**config.mk**
```make
export PLATFORM = sky130hd
export DESIGN_NAME = ldm_stm_sequencer
export DESIGN_NICKNAME = d
export VERILOG_FILES = /design/src/rtl/ldm_stm_sequencer.sv
export SDC_FILE = /design/constraint.sdc
export NUM_CORES = 1
export LEC_CHECK = 0
export ABC_AREA = 1
export CORE_MARGIN = 4
export CORE_UTILIZATION = 60
export DETAILED_ROUTE_END_ITERATION = 16
export DONT_BUFFER_PORTS = 1
export PLACE_DENSITY = 0.82
export RECOVER_POWER = 50
export SYNTH_ARGS = -nofsm -noshare
export SYNTH_HDL_FRONTEND = slang
export SYNTH_SLANG_ARGS = --single-unit
export TNS_END_PERCENT = 50
```
**constraint.sdc**
```tcl
create_clock -name clk -period 6.3 [get_ports clk]
set_input_delay 1.26 -clock clk [delete_from_list [all_inputs] [get_ports clk]]
set_output_delay 1.26 -clock clk [all_outputs]
set_load 0.02 [all_outputs]
```
**src/rtl/ldm_stm_sequencer.sv**
```systemverilog
// ldm_stm_sequencer: walks an LDM/STM register list in ascending order, issuing
// one req/ack memory beat per set bit, then optionally writes back the base.
module ldm_stm_sequencer #(
    parameter int DATA_W = 32,
    parameter int REG_AW = 4
) (
    input  logic              clk,
    input  logic              reset,
    input  logic              start,
    input  logic              is_load,
    input  logic              pre,
    input  logic              up,
    input  logic              writeback,
    input  logic [REG_AW-1:0] base_reg,
    input  logic [DATA_W-1:0] base_val,
    input  logic [15:0]       reg_list,
    output logic              mem_req,
    output logic              mem_we,
    output logic [DATA_W-1:0] mem_addr,
    output logic [DATA_W-1:0] mem_wdata,
    input  logic [DATA_W-1:0] mem_rdata,
    input  logic              mem_ack,
    output logic [REG_AW-1:0] reg_raddr,
    input  logic [DATA_W-1:0] reg_rdata,
    output logic              reg_we,
    output logic [REG_AW-1:0] reg_waddr,
    output logic [DATA_W-1:0] reg_wdata,
    output logic              busy,
    output logic              done
);

    typedef enum logic [1:0] {IDLE, XFER, WB, DONE} state_t;

    localparam logic [DATA_W-1:0] FOUR = DATA_W'(4);

    state_t            state, state_nxt;
    logic              ld_q, up_q, wb_q, hit_q;
    logic [REG_AW-1:0] breg_q;
    logic [DATA_W-1:0] base_q, span_q, addr_q;
    logic [15:0]       list_q, list_rest;
    logic [REG_AW-1:0] cur_reg;
    logic [4:0]        n_in;
    logic [DATA_W-1:0] span_in, start_addr;

    // Command decode: register count, byte span (4n) and first beat address
    always_comb begin
        n_in = '0;
        for (int i = 0; i < 16; i++) begin
            n_in = n_in + 5'(reg_list[i]);
        end
        span_in = DATA_W'({n_in, 2'b00});
        case ({pre, up})
            2'b01:   start_addr = base_val;
            2'b11:   start_addr = base_val + FOUR;
            2'b00:   start_addr = base_val - span_in + FOUR;
            default: start_addr = base_val - span_in;
        endcase
    end

    // Current register is the lowest remaining set bit; list_rest drops it
    always_comb begin
        cur_reg = '0;
        for (int i = 15; i >= 0; i--) begin
            if (list_q[i]) cur_reg = REG_AW'(i);
        end
        list_rest = list_q & (list_q - 16'd1);
    end

    // State register
    always_ff @(posedge clk) begin
        if (reset) state <= IDLE;
        else       state <= state_nxt;
    end

    // Command latch and per-beat list/address advance
    always_ff @(posedge clk) begin
        if (reset) begin
            ld_q   <= 1'b0;
            up_q   <= 1'b0;
            wb_q   <= 1'b0;
            hit_q  <= 1'b0;
            breg_q <= '0;
            base_q <= '0;
            span_q <= '0;
            addr_q <= '0;
            list_q <= '0;
        end else if (state == IDLE && start) begin
            ld_q   <= is_load;
            up_q   <= up;
            wb_q   <= writeback;
            hit_q  <= reg_list[base_reg];
            breg_q <= base_reg;
            base_q <= base_val;
            span_q <= span_in;
            addr_q <= start_addr;
            list_q <= reg_list;
        end else if (state == XFER && mem_ack) begin
            list_q <= list_rest;
            addr_q <= addr_q + FOUR;
        end
    end

    // Next state and all outputs; everything is zero outside its active state
    always_comb begin
        state_nxt = state;
        mem_req   = 1'b0;
        mem_we    = 1'b0;
        mem_addr  = '0;
        mem_wdata = '0;
        reg_raddr = '0;
        reg_we    = 1'b0;
        reg_waddr = '0;
        reg_wdata = '0;
        done      = 1'b0;
        busy      = (state != IDLE);
        case (state)
            IDLE: begin
                if (start) begin
                    if (n_in != 5'd0)   state_nxt = XFER;
                    else if (writeback) state_nxt = WB;
                    else                state_nxt = DONE;
                end
            end
            XFER: begin
                mem_req  = 1'b1;
                mem_we   = !ld_q;
                mem_addr = addr_q;
                if (!ld_q) begin
                    reg_raddr = cur_reg;
                    mem_wdata = reg_rdata;
                end
                if (mem_ack) begin
                    if (ld_q) begin
                        reg_we    = 1'b1;
                        reg_waddr = cur_reg;
                        reg_wdata = mem_rdata;
                    end
                    if (list_rest == 16'd0) state_nxt = wb_q ? WB : DONE;
                end
            end
            WB: begin
                // A loaded base register keeps the loaded value
                if (!(ld_q && hit_q)) begin
                    reg_we    = 1'b1;
                    reg_waddr = breg_q;
                    reg_wdata = up_q ? (base_q + span_q) : (base_q - span_q);
                end
                state_nxt = DONE;
            end
            default: begin
                done      = 1'b1;
                state_nxt = IDLE;
            end
        endcase
    end

endmodule

```
==> key figures <==
Outcome
  • Outcome: complete, no violations

STA
  • Max_slew headroom: 0.1812
  • Final setup vio count: 0
  • Final hold violation count: 0
  • RSZ-0062 raised after global routing: yes
  • Peak Freq: between 150 and 200 MHz
  • Tmin final: a little over 6000 ps
  • Final period util: 0.9827
  • Setup TNS Final: 0 ps
  • Max Slew Vio Count: 0
  • Worst-margin pin slew: approximately 1200 ps
  • Skew final: roughly 17 ps
  • Minimum hold slack: ~460 ps

Power and ir drop
  • Pwr dens: between 400 and 500 nW/um2
  • Max IR drop VDD: 0.0002659 V
  • Sequential share of power: 0.180
  • Combinational share of power: 0.708
  • LEAKAGE: 6.149 nW
  • Switching part of the total: 0.5598
  • Sw power: approximately 2.9 mW
  • Clock power frac: 0.113
  • Int Pwr: approximately 2.3 mW

Global route
  • Busiest layer in global routing: met2
  • Vias in the first global route: 12,324
  • Met3 GRT Util: 0.08478
  • Met2 Use GR: 0.6670
  • Largest net degree at the start of global routing: 92
  • Tot GR Track Use: 0.4061
  • Initial antenna violation count: 3
  • Grt met1 use: 0.5033
  • GRT overflow: 0
  • First-pass GRT wire length: ~67,000 um

Clocking
  • # hold bufs at CTS: 0
  • Clock buffer count from CTS: 9
  • Worst-path clk slew: around 80 ps
  • Worst-Skew Late Latency: roughly 370 ps
  • CTS Root Cell: clkbuf_16
  • Clock buffer depth: 2
  • Clock sinks: 95
  • H-tree depth: 3
  • CTS tree: built

Placed design
  • Placed standard-cell area: ~12,000 um2
  • DP HPWL: about 34,000 um
  • # port buffers: 0
  • Gpl congestion: 1.037

Finish
  • Layout cells sized above 1: 0.1656
  • NumNets Final: between 2,000 and 2,500
  • Area delta synth->final: 15.12%
  • Design Area, Final: 12,930 um2

Routing
  • WL per Instance: 19.35 um
  • Initial DRC count: between 1,500 and 2,000
  • Detail Route Antenna Nets: 0
  • DRC Markers: 0
  • Via density: 6.112
  • Initial DRT Pass Iterations: 6
  • Via count: approximately 14,000
  • Final wirelength: 44,500 um

Logic synthesis
  • Top FF cell, synth: dfxtp_1
  • Sequential-to-total area share from yosys stat: 0.1693
  • Post-Synth Simple-Gate Area: 0.3940
  • Commonest cells in the netlist: nand2_1 (491), inv_1 (267), a21oi_1 (207)
  • Post-synth ARST share: 0
  • Synth Area in XOR/XNOR: 0.01949
  • Top cell type's share of synthesized area: 0.1693
  • Synth Area in Compound Gates: 0.2133
  • Syn nets: about 2,200
  • Mux cell area share after synthesis: 0
  • Mean post-synth cell area: ~5.7 um2
  • Synthesized instance count: 1,977
  • Post-synth EDFFs: 0
  • Yosys reg bits: 95
  • Post-Synth Adder-Cell Area: 0.07707
  • Synth Warn #: 0
  • Cell taking the most area after synthesis: dfxtp_1
  • Netlist cell types: 50
  • Count leader, synth: nand2_1
  • Largest family of logic cells by synthesized area: simple AND/OR/NAND/NOR gates
  • Synth Cell Area: around 11,000 um2
  • Area contributors post-synth: dfxtp_1 (17%), nand2_1 (16%), a21oi_1 (9.2%), inv_1 (8.9%), nand3_1 (7.8%)

Critical path
  • Worst Path Required: 6550 ps
  • Crit path capture: addr_q[30]$_SDFFE_PP0P_
  • Crit Path Max Fanout: 5
  • Worst reg2reg path depth: 11
  • CP Launch Type: input pin
  • Crit end category: register
  • WP data arrival: about 6400 ps
  • Worst Setup SP: reg_list[11]
  • Worst r2r src: state[0]$_SDFFE_PP0P_
  • Crit Reg-Reg Endpoint: addr_q[27]$_SDFFE_PP0P_
  • Reg2reg setup slack: 2220 ps
  • Setup Crit Path Kind: input pin to register

Floorplanning
  • CORE AREA: ~18,000 um2
  • Die width: 144.8 um
  • Initial core utilization: 0.6170
  • Die ar.: roughly 21,000 um2
  • I/O Pins: around 230
  • FP Rows: a little under 50
  • Die Y: between 100 and 150 um

Flow run
  • Max-Cap Viols: 0

Min path
  • Min-Delay Path Class: register to register
## power groups by stage
| stage | Clock (mW) | Combinational [mW] | Sequential, mW |
|---|---|---|---|
| final | 0.592 | 3.72 | 0.946 |
| after global routing | 0.612 | 4.11 | 0.963 |
| after CTS | 0.592 | 3.45 | 0.938 |
| after detailed placement | 0 | 3.42 | 0.949 |
| after global placement | 0 | 3.36 | 0.945 |
| after floorplan | 0 | 2.53 | 0.887 |
## how the worst min path moves through the flow
stage	start	to	slack (ps)	cells after the start
CTS	wb_q$_SDFFE_PP0P_	wb_q$_SDFFE_PP0P_	450	2
global route	wb_q$_SDFFE_PP0P_	wb_q$_SDFFE_PP0P_	470	2
floorplan	wb_q$_SDFFE_PP0P_	wb_q$_SDFFE_PP0P_	430	2
detailed placement	wb_q$_SDFFE_PP0P_	wb_q$_SDFFE_PP0P_	440	2
finish	wb_q$_SDFFE_PP0P_	wb_q$_SDFFE_PP0P_	460	2
global placement	wb_q$_SDFFE_PP0P_	wb_q$_SDFFE_PP0P_	440	2
## stage by stage
stage          power (mW)  setup WS, ps  instances  utilization
2_1_floorplan       3.417         126.9       1977            -
4_1_cts             4.975         9.207       2278       0.6821
6_report            5.260         109.0       2300       0.7103
3_5_place_dp        4.366        -472.8       2262       0.6649
3_3_place_gp        4.302        -367.0       2262       0.6649
5_1_grt             5.686        -247.8       2297       0.7099
## layout by cell type, fill, tap and decap left out, types with 8 or more instances in the layout
cell / synthesis / layout
a21oi_1: 207 / 202
a21oi_2: 4 / 8
a31oi_1: 22 / 22
buf_4: 0 / 143
clkbuf_16: 0 / 9
dfxtp_1: 95 / 95
fa_1: 12 / 10
ha_1: 50 / 45
inv_1: 267 / 262
inv_2: 10 / 14
nand2_1: 491 / 469
nand2_2: 25 / 43
nand3_1: 176 / 163
nand3_2: 8 / 19
nand4_1: 29 / 29
nor2_1: 199 / 178
nor2_2: 29 / 34
nor2_4: 10 / 26
nor3_1: 11 / 11
o21ai_0: 151 / 147
or2_2: 13 / 13
xnor2_1: 10 / 10
xor2_1: 15 / 14
## routing by layer
metal | part of all wire | vias to the layer above
li1 | - | 6650
met1 | 0.38 | 6330
met2 | 0.45 | 897
met3 | 0.11 | 181
met4 | 0.061 | 0
met5 | 0 | -
## repair_timing
| item | in CTS | in global routing |
|---|---|---|
| pin swaps | 0 | 43 |
| setup buffers | 0 | 16 |
| gates resized for setup | 2 | 103 |
| endpoints found under the setup margin | 2 | 23 |
## flip-flops by register name, indices dropped and copies added, names as in the netlist
| name | cells |
|---|---|
| addr_q | 32 |
| base_q | 32 |
| breg_q | 4 |
| hit_q | 1 |
| ld_q | 1 |
| list_q | 16 |
| span_q | 5 |
| state | 2 |
| up_q | 1 |
| wb_q | 1 |
## critical path, cell delays in order
cell and delay (ps):
fa_1 530, inv_1 50, fa_1 520, fa_2 450, fa_1 500, inv_1 60, ha_2 180, inv_2 50
fa_2 450, fa_1 600, nand2_1 80, nand2_2 110, ha_2 180, inv_2 50, a21oi_2 140, nand3_2 140
nor2_4 140, nand3_2 100, nor2_4 180, nand3_4 140, nor2_4 150, nand3_2 90, nand3_2 70, nand2_1 70
nand2_2 90, a21oi_1 60
## kinds of logic (layout without fill, tap and decap cells)
kind of cell,Yosys count,after routing
AND/OR/NAND/NOR,1004,1004
AO/OA/AOI/OAI,441,441
buffers and inverters,350,438
flip-flops,95,95
adder cells (fa/ha/maj),62,62
XOR/XNOR,25,25
other,0,6
## cell type report
type                    count  area [um2]
repair buffers            145        1096
clock buffers               9       225.2
clock inverters             7       81.33
fillers                  1678        5275
multi-input cells        1532        8287
inverters                 277        1041
flip-flops and latches     95        1902
diodes                      6       15.01
well taps                 229       286.5
Power figures use the tool's default switching activity.
